--- src/rtl/tx_status_gen_if.sv ---
// TX status generator bus: attempt/ACK events in from the TX control logic,
// completion record and retransmission request out to the status FIFO side.
interface tx_status_gen_if #(
  parameter int CNT_WIDTH   = 16,
  parameter int RETRY_WIDTH = 4
);

  logic                   tx_start_i;
  logic [1:0]             pkt_prio_i;
  logic [9:0]             pkt_sn_i;
  logic                   pkt_need_ack_i;
  logic [RETRY_WIDTH-1:0] max_retry_i;
  logic [CNT_WIDTH-1:0]   ack_timeout_i;
  logic                   phy_tx_done_i;
  logic                   ack_ok_i;

  logic                   retx_req_o;
  logic                   tx_try_complete;
  logic [RETRY_WIDTH:0]   tx_status;
  logic [1:0]             linux_prio;
  logic [9:0]             tx_pkt_sn;
  logic                   busy_o;

  // TX control logic / testbench side
  modport master (
    output tx_start_i, pkt_prio_i, pkt_sn_i, pkt_need_ack_i,
           max_retry_i, ack_timeout_i, phy_tx_done_i, ack_ok_i,
    input  retx_req_o, tx_try_complete, tx_status, linux_prio,
           tx_pkt_sn, busy_o
  );

  // Status generator side
  modport slave (
    input  tx_start_i, pkt_prio_i, pkt_sn_i, pkt_need_ack_i,
           max_retry_i, ack_timeout_i, phy_tx_done_i, ack_ok_i,
    output retx_req_o, tx_try_complete, tx_status, linux_prio,
           tx_pkt_sn, busy_o
  );

endinterface

--- src/rtl/tx_status_gen.sv ---
// Per-packet transmit outcome tracker. Follows a packet through PHY attempts,
// ACK windows and retransmissions, then emits a one-cycle completion pulse
// together with a held record {fail, retrans_cnt}, priority and sequence number.
module tx_status_gen #(
  parameter int CNT_WIDTH   = 16,
  parameter int RETRY_WIDTH = 4
) (
  input  logic             clk,
  input  logic             rstn,
  tx_status_gen_if.slave   bus
);

  typedef enum logic [2:0] {
    S_IDLE,
    S_TX,
    S_WAIT_ACK,
    S_RETRY_WAIT,
    S_DONE
  } state_t;

  state_t                 r_state;
  logic [1:0]             r_prio;
  logic [9:0]             r_sn;
  logic                   r_needAck;
  logic [RETRY_WIDTH-1:0] r_maxRetry;
  logic [RETRY_WIDTH-1:0] r_retransCnt;
  logic [CNT_WIDTH-1:0]   r_ackCnt;

  logic                   r_retxReq;
  logic                   r_tryComplete;
  logic [RETRY_WIDTH:0]   r_status;
  logic [1:0]             r_outPrio;
  logic [9:0]             r_outSn;

  logic [CNT_WIDTH-1:0]   w_timeoutLast;
  logic                   w_timeoutHit;
  logic                   w_canRetry;
  logic                   w_finish;
  logic                   w_fail;
  logic                   w_retry;

  // A zero timeout behaves as a one-cycle window, so the last counter value is 0.
  assign w_timeoutLast = (bus.ack_timeout_i == '0) ? '0 : (bus.ack_timeout_i - 1'b1);
  // Compare with >= so a window shrunk mid-wait still expires instead of wrapping.
  assign w_timeoutHit  = (r_ackCnt >= w_timeoutLast);
  assign w_canRetry    = (r_retransCnt < r_maxRetry);

  // Decide whether this cycle ends the packet (and how) or starts a retry; ACK beats timeout.
  always_comb begin
    w_finish = 1'b0;
    w_fail   = 1'b0;
    w_retry  = 1'b0;
    case (r_state)
      S_TX: begin
        if (bus.phy_tx_done_i && !r_needAck) begin
          w_finish = 1'b1;
        end
      end
      S_WAIT_ACK: begin
        if (bus.ack_ok_i) begin
          w_finish = 1'b1;
        end else if (w_timeoutHit) begin
          if (w_canRetry) begin
            w_retry = 1'b1;
          end else begin
            w_finish = 1'b1;
            w_fail   = 1'b1;
          end
        end
      end
      default: begin
      end
    endcase
  end

  // Packet FSM with registered pulses and the completion record that holds until the next DONE.
  always_ff @(posedge clk) begin
    if (!rstn) begin
      r_state       <= S_IDLE;
      r_prio        <= '0;
      r_sn          <= '0;
      r_needAck     <= 1'b0;
      r_maxRetry    <= '0;
      r_retransCnt  <= '0;
      r_ackCnt      <= '0;
      r_retxReq     <= 1'b0;
      r_tryComplete <= 1'b0;
      r_status      <= '0;
      r_outPrio     <= '0;
      r_outSn       <= '0;
    end else begin
      r_retxReq     <= 1'b0;
      r_tryComplete <= 1'b0;

      if (w_finish) begin
        r_tryComplete <= 1'b1;
        r_status      <= {w_fail, r_retransCnt};
        r_outPrio     <= r_prio;
        r_outSn       <= r_sn;
      end

      case (r_state)
        S_IDLE: begin
          if (bus.tx_start_i) begin
            r_prio       <= bus.pkt_prio_i;
            r_sn         <= bus.pkt_sn_i;
            r_needAck    <= bus.pkt_need_ack_i;
            r_maxRetry   <= bus.max_retry_i;
            r_retransCnt <= '0;
            r_state      <= S_TX;
          end
        end
        S_TX: begin
          if (bus.phy_tx_done_i) begin
            if (r_needAck) begin
              r_ackCnt <= '0;
              r_state  <= S_WAIT_ACK;
            end else begin
              r_state  <= S_DONE;
            end
          end
        end
        S_WAIT_ACK: begin
          if (w_finish) begin
            r_state <= S_DONE;
          end else if (w_retry) begin
            r_retxReq    <= 1'b1;
            r_retransCnt <= r_retransCnt + 1'b1;
            r_state      <= S_RETRY_WAIT;
          end else begin
            r_ackCnt <= r_ackCnt + 1'b1;
          end
        end
        S_RETRY_WAIT: begin
          if (bus.tx_start_i) begin
            r_state <= S_TX;
          end
        end
        S_DONE: begin
          r_state <= S_IDLE;
        end
        default: begin
          r_state <= S_IDLE;
        end
      endcase
    end
  end

  assign bus.retx_req_o      = r_retxReq;
  assign bus.tx_try_complete = r_tryComplete;
  assign bus.tx_status       = r_status;
  assign bus.linux_prio      = r_outPrio;
  assign bus.tx_pkt_sn       = r_outSn;
  assign bus.busy_o          = (r_state != S_IDLE);

endmodule

--- src/flat_wrapper.sv ---
// flat-port wrapper written by rule: the top's interface ports become plain ports
module tx_status_gen_flat 
#(
  parameter int CNT_WIDTH   = 16,
  parameter int RETRY_WIDTH = 4
)
  (clk, rstn, bus_tx_start_i, bus_pkt_prio_i, bus_pkt_sn_i, bus_pkt_need_ack_i, bus_max_retry_i, bus_ack_timeout_i, bus_phy_tx_done_i, bus_ack_ok_i, bus_retx_req_o, bus_tx_try_complete, bus_tx_status, bus_linux_prio, bus_tx_pkt_sn, bus_busy_o);
  tx_status_gen_if #(.CNT_WIDTH(CNT_WIDTH), .RETRY_WIDTH(RETRY_WIDTH)) bus_i ();
  input  logic clk;
  input  logic rstn;
  input wire logic [$bits(bus_i.tx_start_i)-1:0] bus_tx_start_i;
  input wire logic [$bits(bus_i.pkt_prio_i)-1:0] bus_pkt_prio_i;
  input wire logic [$bits(bus_i.pkt_sn_i)-1:0] bus_pkt_sn_i;
  input wire logic [$bits(bus_i.pkt_need_ack_i)-1:0] bus_pkt_need_ack_i;
  input wire logic [$bits(bus_i.max_retry_i)-1:0] bus_max_retry_i;
  input wire logic [$bits(bus_i.ack_timeout_i)-1:0] bus_ack_timeout_i;
  input wire logic [$bits(bus_i.phy_tx_done_i)-1:0] bus_phy_tx_done_i;
  input wire logic [$bits(bus_i.ack_ok_i)-1:0] bus_ack_ok_i;
  output wire logic [$bits(bus_i.retx_req_o)-1:0] bus_retx_req_o;
  output wire logic [$bits(bus_i.tx_try_complete)-1:0] bus_tx_try_complete;
  output wire logic [$bits(bus_i.tx_status)-1:0] bus_tx_status;
  output wire logic [$bits(bus_i.linux_prio)-1:0] bus_linux_prio;
  output wire logic [$bits(bus_i.tx_pkt_sn)-1:0] bus_tx_pkt_sn;
  output wire logic [$bits(bus_i.busy_o)-1:0] bus_busy_o;
  assign bus_i.tx_start_i = bus_tx_start_i;
  assign bus_i.pkt_prio_i = bus_pkt_prio_i;
  assign bus_i.pkt_sn_i = bus_pkt_sn_i;
  assign bus_i.pkt_need_ack_i = bus_pkt_need_ack_i;
  assign bus_i.max_retry_i = bus_max_retry_i;
  assign bus_i.ack_timeout_i = bus_ack_timeout_i;
  assign bus_i.phy_tx_done_i = bus_phy_tx_done_i;
  assign bus_i.ack_ok_i = bus_ack_ok_i;
  assign bus_retx_req_o = bus_i.retx_req_o;
  assign bus_tx_try_complete = bus_i.tx_try_complete;
  assign bus_tx_status = bus_i.tx_status;
  assign bus_linux_prio = bus_i.linux_prio;
  assign bus_tx_pkt_sn = bus_i.tx_pkt_sn;
  assign bus_busy_o = bus_i.busy_o;
  tx_status_gen #(.CNT_WIDTH(CNT_WIDTH), .RETRY_WIDTH(RETRY_WIDTH)) u_core (.clk(clk), .rstn(rstn), .bus(bus_i));
endmodule
--- config.mk ---
export PLATFORM = sky130hd
export DESIGN_NAME = tx_status_gen_flat
export DESIGN_NICKNAME = d
export VERILOG_FILES = /design/src/rtl/tx_status_gen_if.sv /design/src/rtl/tx_status_gen.sv /design/src/flat_wrapper.sv
export SDC_FILE = /design/constraint.sdc
export NUM_CORES = 1
export LEC_CHECK = 0
export BUFFER_PORTS_ARGS = -buffer_cell sky130_fd_sc_hd__buf_2
export CAP_MARGIN = 20
export CORE_MARGIN = 2
export CORE_UTILIZATION = 50
export DETAILED_ROUTE_END_ITERATION = 8
export GPL_TIMING_DRIVEN = 0
export PLACE_DENSITY = 0.76
export SETUP_SLACK_MARGIN = 0.05
export SYNTH_ARGS = -nofsm -noshare
export SYNTH_HDL_FRONTEND = slang
export SYNTH_SLANG_ARGS = --single-unit
--- constraint.sdc ---
create_clock -name clk -period 5.16 [get_ports clk]
set_input_delay 0.516 -clock clk [delete_from_list [all_inputs] [get_ports clk]]
set_output_delay 0.516 -clock clk [all_outputs]
set_load 0.01 [all_outputs]
==> results of run 1 <==
==> critical path, delay by kind of cell <==
family / cells / cell delay (ps)
buf+inv: 4 / 780
compound gates: 3 / 530
simple gates: 7 / 2670
fa+ha+maj: 1 / 160
==> cell usage after synthesis (2+ instances only) <==
cell	instances
and3_1	3
nor2b_1	4
o31a_1	3
a21o_1	3
nor4_1	6
and4_1	3
buf_6	3
nand2b_1	8
o21a_1	3
xnor2_1	4
nor3_1	7
nand2_1	100
mux2_2	2
or4_1	13
and2_1	3
ha_1	23
nand3_1	16
or3_1	7
o31ai_1	11
o21ai_0	4
a31oi_1	5
xor2_1	8
inv_1	9
clkbuf_1	16
mux2i_1	19
nor2_1	10
dfxtp_1	59
a21oi_1	41
o21ai_1	5
o211ai_1	6
nand4_1	5
==> state kept, by name, indices dropped and copies added (netlist names), 2 cells and up <==
register               count
u_core.r_prio              2
u_core.r_state             3
u_core.r_retransCnt        4
u_core.bus.linux_prio      2
u_core.r_ackCnt           16
u_core.r_maxRetry          4
u_core.bus.tx_status       5
u_core.bus.tx_pkt_sn      10
u_core.r_sn               10
==> cells by family after synthesis <==
| logic type | synth area share |
|---|---|
| and+or+nand+nor | 0.267 |
| muxes | 0.0628 |
| buffers and inverters | 0.0424 |
| AOI/OAI and AO/OA | 0.164 |
| xor gates and xnor gates | 0.0310 |
| DFF | 0.348 |
| adders and majority gates | 0.0849 |
==> per-layer routing <==
layer	wire [um]	part of all wire	vias to the layer above	global-route usage
li1	-	-	1648	-
met1	3820	0.48	1505	0.309
met2	3660	0.45	110	0.345
met3	452	0.056	12	0.0686
met4	113	0.014	0	0.0810
met5	0	0	-	0
==> worst paths after layout <==
kind / endpoint / startpoint / cells past startpoint / slack (ps)
max: u_core.r_ackCnt[5]$_SDFFE_PN0P_ / bus_ack_timeout_i[8] / 15 / 760
min: u_core.r_sn[0]$_SDFFE_PN0P_ / bus_pkt_sn_i[0] / 3 / 410
max reg2reg: u_core.bus.tx_pkt_sn[6]$_SDFFE_PN0P_ / u_core.r_ackCnt[0]$_SDFFE_PN0P_ / 10 / 2280
min reg2reg: u_core.r_prio[0]$_SDFFE_PN0P_ / u_core.r_prio[0]$_SDFFE_PN0P_ / 2 / 460
==> metrics by stage <==
step / utilization / area (um2) / setup WS [ps] / instances / hold slack, ps
after floorplan: - / 3390 / 1250 / 421 / 435
after global routing: 0.592 / 3950 / 482 / 574 / 392
final: 0.592 / 3950 / 762 / 574 / 405
after global placement: 0.565 / 3770 / 546 / 558 / 440
after detailed placement: 0.565 / 3770 / 507 / 558 / 447
after CTS: 0.592 / 3950 / 866 / 574 / 402
==> layout make-up <==
| cell class | count | area share |
|---|---|---|
| clock buffer | 11 | 0.0358 |
| inverter | 9 | 0.00854 |
| multi-input combinational | 331 | 0.522 |
| tap | 80 | 0.0253 |
| sequential | 59 | 0.299 |
| timing repair buffer | 57 | 0.0722 |
| clock inverter | 5 | 0.00949 |
| buffer | 22 | 0.0278 |
==> power groups by stage <==
stage | Combinational (mW) | Clock, mW | Sequential [mW]
after floorplan | 0.0841 | 0 | 0.485
after global placement | 0.125 | 0 | 0.485
after detailed placement | 0.130 | 0 | 0.486
after CTS | 0.130 | 0.383 | 0.476
after global routing | 0.147 | 0.410 | 0.477
final | 0.130 | 0.381 | 0.476
==> metrics.txt, run 1 <==
initial DRC count 203; Critical Path Slowest Stage Cell or4_4; Final Skew around 10 ps; DR DRC count 0; switching share of total power 0.281; Distinct cells, synth between 40 and 50; Area contributors post-synth dfxtp_1 (35%), nand2_1 (11%), ha_1 (8.5%); syn nets roughly 480; P_int just over 700 uW; commonest non-fill, non-tap cell in the layout nand2_1; post-CTS sizing 0; Async SR Flop Fraction 0; CP Capture Type flip-flop; vias per cell between 5 and 6; CP max FO 10; CP Launch Type input port; final setup vio count 0; total gr overflow 0; final worst path period need ~4400 ps; multi-input logic area just over 2000 um2; highest-count cells in the layout ignoring fill and taps nand2_1 (100), dfxtp_1 (59), buf_2 (58), a21oi_1 (41), ha_1 (23); CP Class in -> reg; clock latency on the worst-skew pair 340 ps; Max Cap Violations 0; Post-Syn Instances approximately 420; layout cells sized above 1 0.170; Critical Path AT between 4000 and 5000 ps; fin. max-slew vios 0; Hold WC Path Type in -> reg; initial antenna violation count 0; first-pass GRT wire length 13600 um; GRT Overall Usage 0.228; Sequential Power Share 0.482; Power, Total roughly 990 uW; vias in the first global route around 3000; die area 7450 um2; Syn Area/Cell roughly 8.1 um2; Cell Pwr Density roughly 250 nW/um2; sequential area share after synthesis 0.348; cell chosen for the clock root clkbuf_8; Lkg Pwr about 1.7 nW; final-report hold violation count 0; status complete, no violations; core area approximately 6700 um2; required time of the critical path about 5400 ps; # Post-CTS Setup Buffers 0; # clock sinks 59; leading area contributor after synthesis dfxtp_1; relative slew slack 0.483; switching power approximately 280 uW; most frequent CP cell buf_6; row count 30; Avg WL per Cell around 14 um; htree depth 3; Post-synth EDFFs 0; Initial Util 0.507; Reg area 1180 um2; top_reg_cell synth dfxtp_1; Clk network pwr share 0.386; TritonCTS clock tree done; clock buffer depth 2; post-synth top area share 0.348; Synthesis Warnings 0; total number of vias between 3000 and 4000; DIE HEIGHT 86.3 um; io pins 58; post-route clock period utilization 0.852; Worst Max-Slew Pin Slew a little under 800 ps; Detail Route Antenna Nets 0; # diodes 0; fin nets 550; Die Wd approximately 86 um; CP max stage delay around 600 ps; worst path cell trace buf_2 -> or4_1 -> nor4_1 -> nand3_1 -> clkbuf_1 -> nand2_1 -> ha_1 -> and4_1 -> nand4_1 -> or4_4 -> a31oi_4 -> buf_6 -> buf_6 -> o31ai_1 -> a21oi_1; placer congestion estimate between 0.8 and 0.9; RSZ-0062 raised after global routing false; Comb pwr share 0.132; f_max 227 MHz; setup TNS after final layout 0 ps; DP HPWL just over 6000 um; number of buffers added on ports 57; Post-Syn Area around 3400 um2; TritonCTS buffer count 9; FF+latch count, synth slightly below 60; hold_buf cts 0; largest net degree at the start of global routing 12; Clock transition at path regs 70 ps; Area Overhead vs Synth 16.6%; worst vdd ir 0.155 mV; fillers about 600; drt total wl 8050 um; First-pass DRT Iterations 4
Note: power is estimated with default switching activity, not from simulation.
==> inputs of run 2 (changes only) <==
Settings changed: CAP_MARGIN 20 to default, GPL_TIMING_DRIVEN 0 to default.
==> metrics.txt, run 2 (synthesized netlist as in run 1, its figures left out) <==
GRT Overall Usage 0.222; Top delay family on crit path simple AND/OR/NAND/NOR gates; commonest non-fill, non-tap cell in the layout nand2_1; pre-CTS setup slack about 430 ps; vias in the first global route ~2900; Lkg Pwr roughly 1.7 nW; Buf/Inv on CP 2; post-route clock period utilization 0.853; initial antenna violation count 0; number of buffers added on ports 57; Avg WL per Cell 14.4 um; status complete, no violations; final setup vio count 0; Critical Path AT around 4700 ps; Reg area 1180 um2; io pins 58; DIE HEIGHT ~86 um; Critical Path Slowest Stage Cell or4_1; # Post-CTS Setup Buffers 0; TritonCTS buffer count 9; multi-input logic area 2070 um2; CP Launch Type input port; relative slew slack 0.471; Initial Util 0.507; total gr overflow 0; f_max about 230 MHz; total number of vias 3155; highest-count cells in the layout ignoring fill and taps nand2_1 (100), dfxtp_1 (59), buf_2 (57), a21oi_1 (41), ha_1 (23); RSZ-0062 raised after global routing false; layout cells sized above 1 0.177; Worst Max-Slew Pin Slew 793 ps; Die Wd about 86 um; Hold WC Path Type in -> reg; first-pass GRT wire length 13200 um; core area about 6700 um2; CP Capture Type flip-flop; vias per cell 5.68; clock latency on the worst-skew pair around 340 ps; clock buffer depth 2; setup ws final 756 ps; max reg flops 16; Cell Pwr Density between 200 and 300 nW/um2; drt total wl roughly 8000 um; worst vdd ir 0.211 mV; # diodes 0; final-report hold violation count 0; DR DRC count 0; Area Overhead vs Synth 16.3%; Clock transition at path regs 70 ps; CP Class in -> reg; largest net degree at the start of global routing between 40 and 50; final worst path period need approximately 4400 ps; initial DRC count 175; TritonCTS clock tree done; placer congestion estimate 0.807; post-CTS sizing 0; fin. max-slew vios 0; required time of the critical path 5420 ps; setup TNS after final layout 0 ps; Detail Route Antenna Nets 0; worst path cell trace buf_2 -> or4_1 -> nor4_1 -> nand3_1 -> nand2_1 -> ha_1 -> and2_1 -> a221o_1 -> a21o_1 -> or3_1 -> a31oi_2 -> buf_12 -> mux2i_1; cell chosen for the clock root clkbuf_8; row count 30; Max Cap Violations 0; # clock sinks 59; CP max stage delay about 580 ps; die area about 7500 um2; fin nets approximately 530; CP max FO 15; First-pass DRT Iterations 7; fillers a little under 600; htree depth 3; hold_buf cts 0; Final Skew 7.68 ps; Top reg by flops u_core.r_ackCnt; DP HPWL between 5000 and 6000 um
==> run 2: changes by cell type in the layout (fill, tap and decap cells not counted), sizes merged <==
cell / before / now
clkbuf: 27 / 11
bufinv: 0 / 2
buf: 63 / 60
clkinv: 2 / 0
==> run 2: power breakdown <==
group	switching, mW	internal [mW]
sequential	0.00967	0.469
combinational	0.0740	0.0502
clock	0.194	0.300
total	0.277	0.819
==> run 2: layout make-up <==
| class | instances | share of cell area |
|---|---|---|
| clock buffers | 11 | 0.0384 |
| clock inverters | 5 | 0.0213 |
| inverters | 9 | 0.00857 |
| multi-input cells | 331 | 0.525 |
| flip-flops and latches | 59 | 0.300 |
| well taps | 80 | 0.0254 |
| repair buffers | 60 | 0.0813 |
==> run 2: worst reg2reg max path: cells and delay by family, from the launching register on <==
kind	cells	cell delay [ps]
and+or+nand+nor	3	730
buffers and inverters	2	310
adders and majority gates	1	280
DFF	1	470
muxes	1	210
AOI/OAI and AO/OA	2	950
==> run 2: worst paths after layout <==
path / depth (start not counted) / endpoint / slack, ps / startpoint
setup / recovery: 13 / u_core.bus.tx_status[0]$_SDFFE_PN0P_ / 760 / bus_ack_timeout_i[8]
setup reg to reg: 9 / u_core.bus.tx_status[0]$_SDFFE_PN0P_ / 2140 / u_core.r_ackCnt[0]$_SDFFE_PN0P_
hold / removal: 3 / u_core.r_sn[3]$_SDFFE_PN0P_ / 410 / bus_pkt_sn_i[3]
hold reg to reg: 2 / u_core.r_maxRetry[3]$_SDFFE_PN0P_ / 450 / u_core.r_maxRetry[3]$_SDFFE_PN0P_
==> run 2: routing by layer <==
metal  global-route usage  up-vias  share of wire
li1                     -     1605              -
met1                0.293     1448           0.46
met2                0.351       88           0.46
met3               0.0562       14          0.059
met4               0.0781        0          0.018
met5                    0        -              0
==> run 2: per-stage QoR <==
step	instances	area [um2]	total power [mW]	util	hold slack, ps
6_report	555	3940	1.10	0.590	413
5_1_grt	555	3940	1.14	0.590	410
4_1_cts	555	3940	1.10	0.590	402
3_5_place_dp	539	3710	0.611	0.555	447
3_3_place_gp	539	3710	0.607	0.555	442
2_1_floorplan	421	3390	0.569	-	435
==> inputs of run 3 (changes only) <==
Settings changed: BUFFER_PORTS_ARGS -buffer_cell sky130_fd_sc_hd__buf_2 to -buffer_cell sky130_fd_sc_hd__buf_4, CELL_PAD_IN_SITES_DETAIL_PLACEMENT from default to 1, CELL_PAD_IN_SITES_GLOBAL_PLACEMENT from default to 1, CORE_UTILIZATION 50 to 41, PLACE_DENSITY 0.76 to 0.83.
==> metrics.txt, run 3 (synthesized netlist as in run 1, its figures left out) <==
Max Cap Violations 0; DP HPWL between 7000 and 8000 um; largest net degree at the start of global routing 41; number of buffers added on ports 57; # diodes 0; first-pass GRT wire length about 16000 um; io pins 58; Final Skew roughly 9.9 ps; CP Class in -> reg; clock latency on the worst-skew pair ~340 ps; Initial Util 0.417; f_max about 240 MHz; relative slew slack 0.316; highest-count cells in the layout ignoring fill and taps nand2_1 (100), buf_4 (59), dfxtp_1 (59), a21oi_1 (41), ha_1 (23); min-delay src bus_pkt_sn_i[4]; die area approximately 9000 um2; final setup vio count 0; Cell Pwr Density approximately 280 nW/um2; DR DRC count 0; placer congestion estimate 0.803; Lkg Pwr approximately 1.8 nW; hold path cells 3; hold_buf cts 0; required time of the critical path ~5400 ps; TritonCTS clock tree done; RSZ-0062 raised after global routing false; htree depth 3; GRT Overall Usage 0.220; post-route clock period utilization 0.819; Clock transition at path regs approximately 70 ps; met2 wire len about 4700 um; Top reg by flops u_core.r_ackCnt; setup TNS after final layout 0 ps; CP max stage delay between 500 and 600 ps; WHS Endpoint u_core.r_sn[4]$_SDFFE_PN0P_; Detail Route Antenna Nets 0; pre-CTS setup slack around 540 ps; worst vdd ir around 0.18 mV; post-route non-filler standard cell count 579; final-report hold violation count 0; Avg WL per Cell 16.0 um; max reg flops 16; vias in the first global route 3261; total gr overflow 0; Final Core Density 0.505; Met3 Routed Length around 260 um; setup ws final just over 900 ps; Worst Max-Slew Pin Slew 1020 ps; status complete, no violations; CP Launch Type input port; R2R Setup Slk ~2200 ps; top routing layer in use met4; worst path cell trace buf_4 -> or4_1 -> nor4_1 -> nand3_1 -> nand2_1 -> ha_1 -> a21o_1 -> a221o_1 -> a21o_1 -> or3_1 -> a31oi_2 -> buf_4 -> mux2i_1; First-pass DRT Iterations 4; Critical Path Slowest Stage Cell or4_1; clock buffer depth 2; TritonCTS buffer count 9; post-CTS sizing 0; r2r startpoint u_core.r_ackCnt[0]$_SDFFE_PN0P_; total number of vias approximately 3200; # clock sinks 59; initial antenna violation count 0; CP max FO 18; final worst path period need approximately 4200 ps; Hold WC Path Type in -> reg; # Post-CTS Setup Buffers 0; initial DRC count 116; commonest non-fill, non-tap cell in the layout nand2_1; Die Wd 94.9 um; DP Cell Count 563; R2R depth 9; DIE HEIGHT approximately 95 um; fin. max-slew vios 0; RR Endpoint u_core.bus.tx_pkt_sn[6]$_SDFFE_PN0P_; layout cells sized above 1 0.175; CP Capture Type flip-flop; vias per cell between 5 and 6; cell chosen for the clock root clkbuf_8; met1 WL 4220 um; core area approximately 8100 um2; row count 33; Area Overhead vs Synth 21.2%; fin nets 530; Critical Path AT approximately 4500 ps; drt total wl about 9300 um
[run 3: final cells by class]
type / instances / area (um2)
Clock inverter: 6 / 111
Multi-Input combinational cell: 331 / 2070
Fill cell: 997 / 4030
Sequential cell: 59 / 1180
Tap cell: 105 / 131
Clock buffer: 10 / 138
Inverter: 9 / 33.8
Timing Repair Buffer: 59 / 443
[run 3: worst max path at each step]
stage / startpoint / end / cells past startpoint
6_report: bus_ack_timeout_i[8] / u_core.bus.tx_pkt_sn[6]$_SDFFE_PN0P_ / 13
5_1_grt: bus_ack_timeout_i[8] / u_core.r_ackCnt[12]$_SDFFE_PN0P_ / 12
4_1_cts: bus_ack_timeout_i[8] / u_core.bus.tx_pkt_sn[6]$_SDFFE_PN0P_ / 13
3_5_place_dp: bus_ack_timeout_i[8] / u_core.bus.tx_pkt_sn[6]$_SDFFE_PN0P_ / 13
3_3_place_gp: bus_ack_timeout_i[8] / u_core.r_ackCnt[10]$_SDFFE_PN0P_ / 12
2_1_floorplan: bus_ack_timeout_i[8] / u_core.bus.tx_pkt_sn[0]$_SDFFE_PN0P_ / 14
[run 3: metrics by stage]
stage	area, um2	total power, mW	hold slack, ps
floorplan	3390	0.569	435
global placement	3860	0.618	441
detailed placement	3860	0.625	449
CTS	4110	1.15	406
global route	4110	1.19	414
finish	4110	1.14	426
[run 3: where the power goes]
group	internal (mW)	switching, mW
registers	0.469	0.0104
clock network	0.335	0.191
logic	0.0579	0.0764
total	0.861	0.278
[run 3: layer usage]
| layer | vias up | global-route usage |
|---|---|---|
| li1 | 1606 | - |
| met1 | 1562 | 0.268 |
| met2 | 52 | 0.389 |
| met3 | 10 | 0.0455 |
| met4 | 0 | 0.0640 |
| met5 | - | 0 |
[run 3: critical path: cells and delay by family]
kind,cells,cell delay [ps]
and+or+nand+nor,5,2020
AOI/OAI and AO/OA,4,950
buffers and inverters,2,460
adders and majority gates,1,270
muxes,1,250
